<file path="config.mk">
export PLATFORM = sky130hd
export DESIGN_NAME = rom_token_stream
export DESIGN_NICKNAME = d
export VERILOG_FILES = /design/src/rtl/rom_token_stream_pkg.sv /design/src/rtl/rom_token_stream_ascii_classify.sv /design/src/rtl/rom_token_stream.sv
export SDC_FILE = /design/constraint.sdc
export NUM_CORES = 1
export LEC_CHECK = 0
export BUFFER_PORTS_ARGS = -buffer_cell sky130_fd_sc_hd__buf_2
export CAP_MARGIN = 20
export CORE_AREA = 3 3 116 118
export CTS_CLUSTER_DIAMETER = 100
export DETAILED_ROUTE_END_ITERATION = 8
export DIE_AREA = 0 0 119 121
export PLACE_DENSITY = 0.71
export SYNTH_ARGS = -nofsm -noshare
export SYNTH_HDL_FRONTEND = slang
export SYNTH_SLANG_ARGS = --single-unit
</file>
<file path="constraint.sdc">
create_clock -name clk -period 3.58 [get_ports clk]
set_clock_uncertainty 0.2 [all_clocks]
set_input_delay 0.179 -clock clk [delete_from_list [all_inputs] [get_ports clk]]
set_output_delay 0.179 -clock clk [all_outputs]
set_load 0.01 [all_outputs]
</file>
<file path="src/rtl/rom_token_stream_pkg.sv">
// Shared definitions for the ROM token streamer: ASCII codes, FSM states and
// the byte classification record.
package rom_token_stream_pkg;

    localparam logic [7:0] CH_0     = 8'h30;
    localparam logic [7:0] CH_9     = 8'h39;
    localparam logic [7:0] CH_NL    = 8'h0A;
    localparam logic [7:0] CH_CR    = 8'h0D;
    localparam logic [7:0] CH_MINUS = 8'h2D;

    typedef enum logic [2:0] {
        ST_PRIME,
        ST_RUN,
        ST_EMIT,
        ST_FINAL_EMIT,
        ST_DONE
    } state_t;

    typedef struct packed {
        logic       is_digit;
        logic [3:0] digit;
        logic       is_letter;
        logic       is_minus;
        logic       is_nl;
        logic       is_cr;
    } byte_class_t;

endpackage

</file>
<file path="src/rtl/rom_token_stream_ascii_classify.sv">
// Combinational ASCII byte classifier used by the token parser.
module rom_token_stream_ascii_classify
    import rom_token_stream_pkg::*;
(
    input  logic [7:0]  data,
    output byte_class_t cls
);

    always_comb begin
        cls           = '0;
        cls.is_digit  = (data >= CH_0) && (data <= CH_9);
        // ASCII digits carry their value in the low nibble
        cls.digit     = data[3:0];
        cls.is_letter = ((data >= 8'h41) && (data <= 8'h5A)) ||
                        ((data >= 8'h61) && (data <= 8'h7A));
        cls.is_minus  = (data == CH_MINUS);
        cls.is_nl     = (data == CH_NL);
        cls.is_cr     = (data == CH_CR);
    end

endmodule

</file>
<file path="src/rtl/rom_token_stream.sv">
// Streams bytes from a synchronous ROM and emits one signed integer token per
// decimal number on a valid/ready interface, with line and overflow tracking.
module rom_token_stream
    import rom_token_stream_pkg::*;
#(
    parameter int         N_ADDR_BITS     = 16,
    parameter int         VALUE_WIDTH     = 32,
    parameter int         LINE_WIDTH      = 16,
    parameter logic [7:0] PREFIX_NEG_CHAR = 8'h4C
) (
    input  logic                          clk,
    input  logic                          rst,
    output logic [N_ADDR_BITS:0]          rom_addr,
    input  logic [7:0]                    rom_data,
    input  logic                          rom_valid,
    output logic                          out_valid,
    input  logic                          out_ready,
    output logic signed [VALUE_WIDTH-1:0] out_value,
    output logic [7:0]                    out_prefix,
    output logic                          out_eol,
    output logic                          out_blank,
    output logic                          out_overflow,
    output logic [LINE_WIDTH-1:0]         out_line,
    output logic                          done
);

    localparam logic [VALUE_WIDTH+3:0] ACC_MAX = {5'b0, {(VALUE_WIDTH-1){1'b1}}};

    state_t                  state_q, state_d;
    logic [N_ADDR_BITS:0]    addr_q, addr_d;
    logic [VALUE_WIDTH-1:0]  acc_q, acc_d;
    logic                    neg_q, neg_d;
    logic [7:0]              prefix_q, prefix_d;
    logic                    ovf_q, ovf_d;
    logic                    digits_q, digits_d;
    logic                    eol_q, eol_d;
    logic                    blank_q, blank_d;
    logic                    has_tok_q, has_tok_d;
    logic [LINE_WIDTH-1:0]   line_q, line_d;
    byte_class_t             cls;
    logic [VALUE_WIDTH+3:0]  acc_wide, acc_next;

    rom_token_stream_ascii_classify u_classify (
        .data (rom_data),
        .cls  (cls)
    );

    // Four guard bits keep the true value of acc*10+d so overflow is exact.
    assign acc_wide = {4'b0, acc_q};
    assign acc_next = (acc_wide << 3) + (acc_wide << 1) + {{VALUE_WIDTH{1'b0}}, cls.digit};

    // NOTE: every variable gets a default before the case so no latch is inferred.
    always_comb begin
        state_d   = state_q;
        addr_d    = addr_q;
        acc_d     = acc_q;
        neg_d     = neg_q;
        prefix_d  = prefix_q;
        ovf_d     = ovf_q;
        digits_d  = digits_q;
        eol_d     = eol_q;
        blank_d   = blank_q;
        has_tok_d = has_tok_q;
        line_d    = line_q;
        out_valid = 1'b0;
        done      = 1'b0;

        case (state_q)
            ST_PRIME: begin
                addr_d  = {{N_ADDR_BITS{1'b0}}, 1'b1};
                state_d = ST_RUN;
            end
            ST_RUN: begin
                if (!rom_valid) begin
                    eol_d   = 1'b1;
                    state_d = digits_q ? ST_FINAL_EMIT : ST_DONE;
                end else begin
                    addr_d = addr_q + 1'b1;
                    if (cls.is_digit) begin
                        acc_d    = acc_next[VALUE_WIDTH-1:0];
                        digits_d = 1'b1;
                        if (acc_next > ACC_MAX) ovf_d = 1'b1;
                    end else if (cls.is_cr) begin
                        // carriage returns are transparent
                    end else if (cls.is_minus && !digits_q) begin
                        neg_d = 1'b1;
                    end else if (cls.is_letter && !digits_q) begin
                        prefix_d = rom_data;
                        if (rom_data == PREFIX_NEG_CHAR) neg_d = 1'b1;
                    end else if (digits_q) begin
                        // Hold the address so the byte after the delimiter is re-read after EMIT.
                        addr_d  = addr_q;
                        eol_d   = cls.is_nl;
                        state_d = ST_EMIT;
                    end else if (cls.is_nl && !has_tok_q) begin
                        addr_d   = addr_q;
                        eol_d    = 1'b1;
                        blank_d  = 1'b1;
                        neg_d    = 1'b0;
                        prefix_d = 8'h00;
                        state_d  = ST_EMIT;
                    end else begin
                        neg_d    = 1'b0;
                        prefix_d = 8'h00;
                        if (cls.is_nl) begin
                            line_d    = line_q + 1'b1;
                            has_tok_d = 1'b0;
                        end
                    end
                end
            end
            ST_EMIT, ST_FINAL_EMIT: begin
                out_valid = 1'b1;
                if (out_ready) begin
                    acc_d     = '0;
                    neg_d     = 1'b0;
                    prefix_d  = 8'h00;
                    ovf_d     = 1'b0;
                    digits_d  = 1'b0;
                    blank_d   = 1'b0;
                    eol_d     = 1'b0;
                    has_tok_d = !eol_q;
                    if (state_q == ST_EMIT) begin
                        addr_d  = addr_q + 1'b1;
                        state_d = ST_RUN;
                        if (eol_q) line_d = line_q + 1'b1;
                    end else begin
                        state_d = ST_DONE;
                    end
                end
            end
            ST_DONE: done = 1'b1;
            default: state_d = ST_PRIME;
        endcase
    end

    // NOTE: sequential state uses non-blocking assignments only.
    always_ff @(posedge clk) begin
        if (rst) begin
            state_q   <= ST_PRIME;
            addr_q    <= '0;
            acc_q     <= '0;
            neg_q     <= 1'b0;
            prefix_q  <= 8'h00;
            ovf_q     <= 1'b0;
            digits_q  <= 1'b0;
            eol_q     <= 1'b0;
            blank_q   <= 1'b0;
            has_tok_q <= 1'b0;
            line_q    <= '0;
        end else begin
            state_q   <= state_d;
            addr_q    <= addr_d;
            acc_q     <= acc_d;
            neg_q     <= neg_d;
            prefix_q  <= prefix_d;
            ovf_q     <= ovf_d;
            digits_q  <= digits_d;
            eol_q     <= eol_d;
            blank_q   <= blank_d;
            has_tok_q <= has_tok_d;
            line_q    <= line_d;
        end
    end

    assign rom_addr     = addr_q;
    assign out_value    = neg_q ? -acc_q : acc_q;
    assign out_prefix   = prefix_q;
    assign out_eol      = eol_q;
    assign out_blank    = blank_q;
    assign out_overflow = ovf_q;
    assign out_line     = line_q;

endmodule
</file>
Word-level counts from Yosys, hierarchy flattened

Index checks and enable logic that the tools add are counted.

Register bits after elaboration: 82
Bits in latches: 0
Memory bits (writable): 0
ROM bits: 0
Output and inout bits: 78
Word-level logic and storage cells: 169
Memories kept: 0

Add/sub/neg operators: 5
Multipliers: 0
Divide/modulo/power cells: 0
Order comparisons: 7
Equality and inequality tests: 32
Shift-type cells: 0
Multiplexer cells: 89
Bitwise gates (word level): 1
Reductions and logical operators: 24

Operators with widths:

| cell                                                             | count |
|---|---|
| 2-to-1 mux 16 bit                                                | 11 |
| 2-to-1 mux 17 bit                                                | 9 |
| 2-to-1 mux 32 bit                                                | 4 |
| one-hot mux 32 bit (2 select lines)                              | 1 |
| 2-to-1 mux 8 bit                                                 | 7 |
| one-hot mux 17 bit (3 select lines)                              | 1 |
| 2-to-1 mux 1 bit                                                 | 37 |
| adder 35 x 33 -> 36 bit                                          | 1 |
| adder 36 x 4 -> 36 bit                                           | 1 |
| greater-than comparator 36 x 31 -> 1 bit (second input constant) | 1 |
| negator 32 bit                                                   | 1 |
| one-hot mux 16 bit (2 select lines)                              | 1 |
| 2-to-1 mux 3 bit                                                 | 10 |
| inequality test 2 bit (second input constant)                    | 14 |
| AND reduction 7 bit                                              | 4 |
| adder 17 x 1 -> 17 bit (second input constant)                   | 1 |
| adder 16 x 1 -> 16 bit (second input constant)                   | 1 |
| equality test 8 x 4 -> 1 bit (second input constant)             | 2 |
| >= comparator 8 x 7 -> 1 bit (second input constant)             | 2 |
| <= comparator 8 x 7 -> 1 bit (second input constant)             | 2 |
| one-hot mux 8 bit (2 select lines)                               | 1 |
| inequality test 3 bit (second input constant)                    | 5 |
| inequality test 4 bit (second input constant)                    | 3 |
| inequality test 6 bit (second input constant)                    | 2 |
| other kinds (23)                                                 | 36 |

Depth between registers and ports, before layout

Word-level depth: 10
Gate-level depth with buffers: 14

Hierarchy

From an unflattened synthesis, not the netlist that was laid out.

Cell total of the unflattened synthesis: 809
Area, all modules: 6,343.6 µm²

By module, submodules not included:

| module                          | times used | cells each | area an instance (µm²) | seq. area each (µm²) |
|---|---|---|---|---|
| rom_token_stream                | 1          | 791        | 6,214.7                | 1,641.6 |
| rom_token_stream_ascii_classify | 1          | 18         | 128.9                  | 0.0 |

Worst setup path after synthesis

OpenSTA, ideal clock, no wires.

Path kind: register -> register
Start point: register acc_q[2]
End point: register acc_q[29]
Arrival time: 2,994 ps
Setup slack: 285 ps
Cell stages (with the launch flop): 15
Path buffers: 0
Period minus slack after synthesis: 3,295 ps
Path through: dfxtp_1 > inv_1 > fa_1 > inv_1 > ha_1 > a21o_1 > nand4_1 > a21oi_1 > nor2_1 > o211a_1 > a221o_1 > o21ai_1 > a31oi_1 > xnor2_1 > o41ai_1

Longest elaborated chain between the ends: 5

RTL lines:

| element                             | RTL line                | text |
|---|---|---|
| start, declared                     | rom_token_stream.sv:31  | `logic [VALUE_WIDTH-1:0] acc_q, acc_d;` |
| start signal, assigned              | rom_token_stream.sv:142 | `acc_q <= '0;` |
| start signal, assigned              | rom_token_stream.sv:154 | `acc_q <= acc_d;` |
| adder 35 x 33 -> 36 bit             | rom_token_stream.sv:50  | `assign acc_next = (acc_wide << 3) + (acc_wide << 1) + {{VALUE_WIDTH{1'b0}}, cls.digit};` |
| adder 36 x 4 -> 36 bit              | rom_token_stream.sv:50  |  |
| 2-to-1 mux 32 bit                   | rom_token_stream.sv:79  | `if (cls.is_digit) begin` |
| 2-to-1 mux 32 bit                   | rom_token_stream.sv:74  | `if (!rom_valid) begin` |
| one-hot mux 32 bit (2 select lines) | rom_token_stream.sv:68  | `case (state_q)` |

No other way between the ends. The select of a mux whose other input is x is not followed.
A chain may end at the register's enable or synchronous reset.

Final worst setup path

Start point: register acc_q[6]
End point: output out_value[29]

Longest elaborated chain between the ends: 2

RTL lines:

| element           | RTL line                | text |
|---|---|---|
| negator 32 bit    | rom_token_stream.sv:167 | `assign out_value = neg_q ? -acc_q : acc_q;` |
| 2-to-1 mux 32 bit | rom_token_stream.sv:167 |  |
| end, declared     | rom_token_stream.sv:18  | `output logic signed [VALUE_WIDTH-1:0] out_value,` |

No other way between the ends.

==> results.toml <==
[power]
internal_power_w = 0.00186
vdd_drop_max_uv = 263
power.switching_w = 0.00105
clkPwrFrac = 0.313
p_seq_frac = 0.356
netSwitchingFraction = 0.361
comb_power_share = 0.331
power.leakage_nw = 3.45
powerDensity_mw_per_mm2 = 395

[routing]
drc = 0
vias_per_cell = 5.62
drt_iter0_markers = 316
first_pass_iters = 5
wirelength_um = 15900
wl_per_cell_um = 15.1
postRouteAntennaNets = 0
num_vias = 5916

[placed_design]
portBuffers = 89
place.gp.congestion = 0.883
place_hpwl_um = 11900
place_area_mm2 = 0.00690
dp_slack_ps = 18.8

[final_layout]
seqCellArea_mm2 = 0.00165
layout-drive-gt1-share = 0.199
n_fill_cell = 1177
final_cell_area_mm2 = 0.00737
nets = 955
areaGrowthSynthToFinish_pct = 17.6
n_antenna_cell = 0
multiInputGateArea_mm2 = 0.00449

[yosys]
syn_nets = 868
yosys.area_share.simple = 0.238
synth_top_area_cell = "dfxtp_1"
synth_mux_area_frac = 0.00479
netlist_top_cells_area = "dfxtp_1 (26%), ha_1 (13%), xnor2_1 (7.4%), nor2_1 (6.2%), a21oi_1 (5.1%)"
yosys-top-cells-count = "nor2_1 (103), dfxtp_1 (82), ha_1 (66)"
synth_top_family_by_area = "simple AND/OR/NAND/NOR gates"
synth-compound-area-share = 0.211
ys_seq_elements = 82
synthAdderAreaFrac = 0.138
synth.distinct_cells = 65
async_flop_share = 0
synth_warnings = 0
synth_area_mm2 = 0.00626
synth_seq_area_share = 0.262
synth_edf_count = 0
syn_inst = 788
synth.top_cell.area_share = 0.262
synthMostInstantiatedCell = "nor2_1"
syn_area_per_cell_um2 = 7.95
synth_flop_cell = "dfxtp_1"
synthXorXnorAreaFrac = 0.110

[die]
die_y_um = 121
initial_core_util = 0.498
ios = 90
die_w_um = 119
dieArea_mm2 = 0.0144
row_count = 41
core_area_mm2 = 0.0126

[worst_setup_path]
critical_path_required_ps = 3200
critPathCaptureType = "primary output"
critPathMaxFanout = 8
arrival_ps = 3120
cp-start-kind = "flop"
reg2reg_depth = 14
cp_slowest_cell = "or4_4"
crit_type = "reg2out"
cp_cell_sequence = "or4_4 > or3_4 > or4_4 > or3_4 > clkinv_4 > nand2_4 > o31ai_4 > xnor2_1 > buf_2"
cp_slowest_stage_delay_ps = 550

[min_path]
hold_depth = 5
holdCritPathClass = "in2reg"

[cts]
cts_max_level = 3
insertion_delay_ps = 350
cts_inserted_buffers = 9
cts_sinks = 82
cts_tree = "built"
clock_path_buffers = 2
cts_root_buf = "clkbuf_16"
cts.clk_slew.worst_paths_ps = 60

[global_routing]
gr-total-overflow = 0
grt_pass1_vias = 5442
grtUsageTotal = 0.216
grt_max_degree = 46
antenna_found_initial = 0
grt_pass1_wl_um = 26100

[timing]
worst_pin_slew_ps = 900
relSlewSlack = 0.400
setup_viol = 0
report.final.slew_viol_count = 0
rsz0062_at_grt = "yes"
fin_crit_sh = 0.978
layout_setup_ws_ps = 79.9
fmax_mhz = 286
finalHoldViolCount = 0
period_needed_ps = 3500

[run]
drv_cap = 0

[outcome]
status = "finished clean"
## power by group through the flow
stage,logic (W),clock network [W],registers [W]
2_1_floorplan,0.000634,0,0.00103
3_3_place_gp,0.000894,0,0.00105
3_5_place_dp,0.000899,0,0.00105
4_1_cts,0.000923,0.000932,0.00103
5_1_grt,0.00106,0.000964,0.00104
6_report,0.000962,0.000909,0.00103
## layout by cell type (no fill, tap or decap), types with 11 or more instances in the layout
cell type	synthesis	layout
o21ai_0	40	40
buf_2	0	89
nand2_1	55	55
nand3_1	24	23
nand4_1	14	14
xor2_1	26	26
inv_1	21	19
nor2_1	103	103
buf_4	1	21
or3_1	11	11
a21oi_1	64	63
ha_1	66	65
a21o_1	17	17
a22oi_1	20	20
nor3_1	13	12
dfxtp_1	82	74
xnor2_1	53	53
## path summary, 6_finish.rpt
check                                  start                          to  slack (ps)
setup / recovery       acc_q[6]$_SDFFE_PP0P_               out_value[29]          80
hold / removal                   rom_data[5]  out_prefix[5]$_SDFFE_PP0P_          50
setup reg to reg       acc_q[2]$_SDFFE_PP0P_      acc_q[29]$_SDFFE_PP0P_         110
hold reg to reg   out_prefix[6]$_SDFFE_PP0P_  out_prefix[6]$_SDFFE_PP0P_         240
## what timing repair did
action                     4_1_cts  5_1_grt
setup endpoints to repair        3       21
pin swaps                        3       13
hold buffers                     2        0
hold endpoints to repair         2        0
gates resized for setup          5       25
buffers inserted                 0        5
## cells by family (layout without fill, tap and decap cells)
group	count (synthesis)	after routing
and+or+nand+nor	294	294
AOI/OAI and AO/OA	203	203
DFF	82	82
xor gates and xnor gates	79	79
adders and majority gates	68	68
buffers and inverters	59	151
muxes	3	3
## critical path: cells and delay by family, from the launching register on
family	cells	cell delay [ps]
buffers and inverters	2	220
DFF	1	370
AOI/OAI and AO/OA	1	190
and+or+nand+nor	5	1840
xor gates and xnor gates	1	140
## area by class of cell
class / instances / area share
Clock buffer: 11 / 0.0343
Clock inverter: 5 / 0.00510
Inverter: 22 / 0.0119
Multi-Input combinational cell: 647 / 0.609
Sequential cell: 82 / 0.224
Tap cell: 172 / 0.0292
Timing Repair Buffer: 113 / 0.0861
## layer usage
| layer | part of all wire | GRT usage | vias to the layer above |
|---|---|---|---|
| li1 | - | - | 3012 |
| met4 | 0.016 | 0.0818 | 0 |
| met2 | 0.45 | 0.336 | 135 |
| met1 | 0.49 | 0.300 | 2751 |
| met5 | 0 | 0 | - |
| met3 | 0.045 | 0.0373 | 18 |
## registers in the layout, indices dropped and copies added, names as in the netlist
signal,flops
acc_q,32
state_q,3
out_blank,1
digits_q,1
neg_q,1
out_prefix,8
out_overflow,1
has_tok_q,1
out_eol,1
rom_addr,17
out_line,16
## per-stage QoR
| stage | TNS, ps | hold slack [ps] | util | total power (W) | instances |
|---|---|---|---|---|---|
| detailed placement | 0 | 237 | 0.549 | 0.00195 | 1028 |
| CTS | 0 | 47.2 | 0.575 | 0.00289 | 1046 |
| global placement | 0 | 234 | 0.549 | 0.00194 | 1028 |
| finish | 0 | 53.8 | 0.586 | 0.00291 | 1052 |
| global route | -116 | 75.6 | 0.586 | 0.00307 | 1052 |
| floorplan | 0 | 127 | - | 0.00167 | 788 |
(Power assumes the default switching activity.)
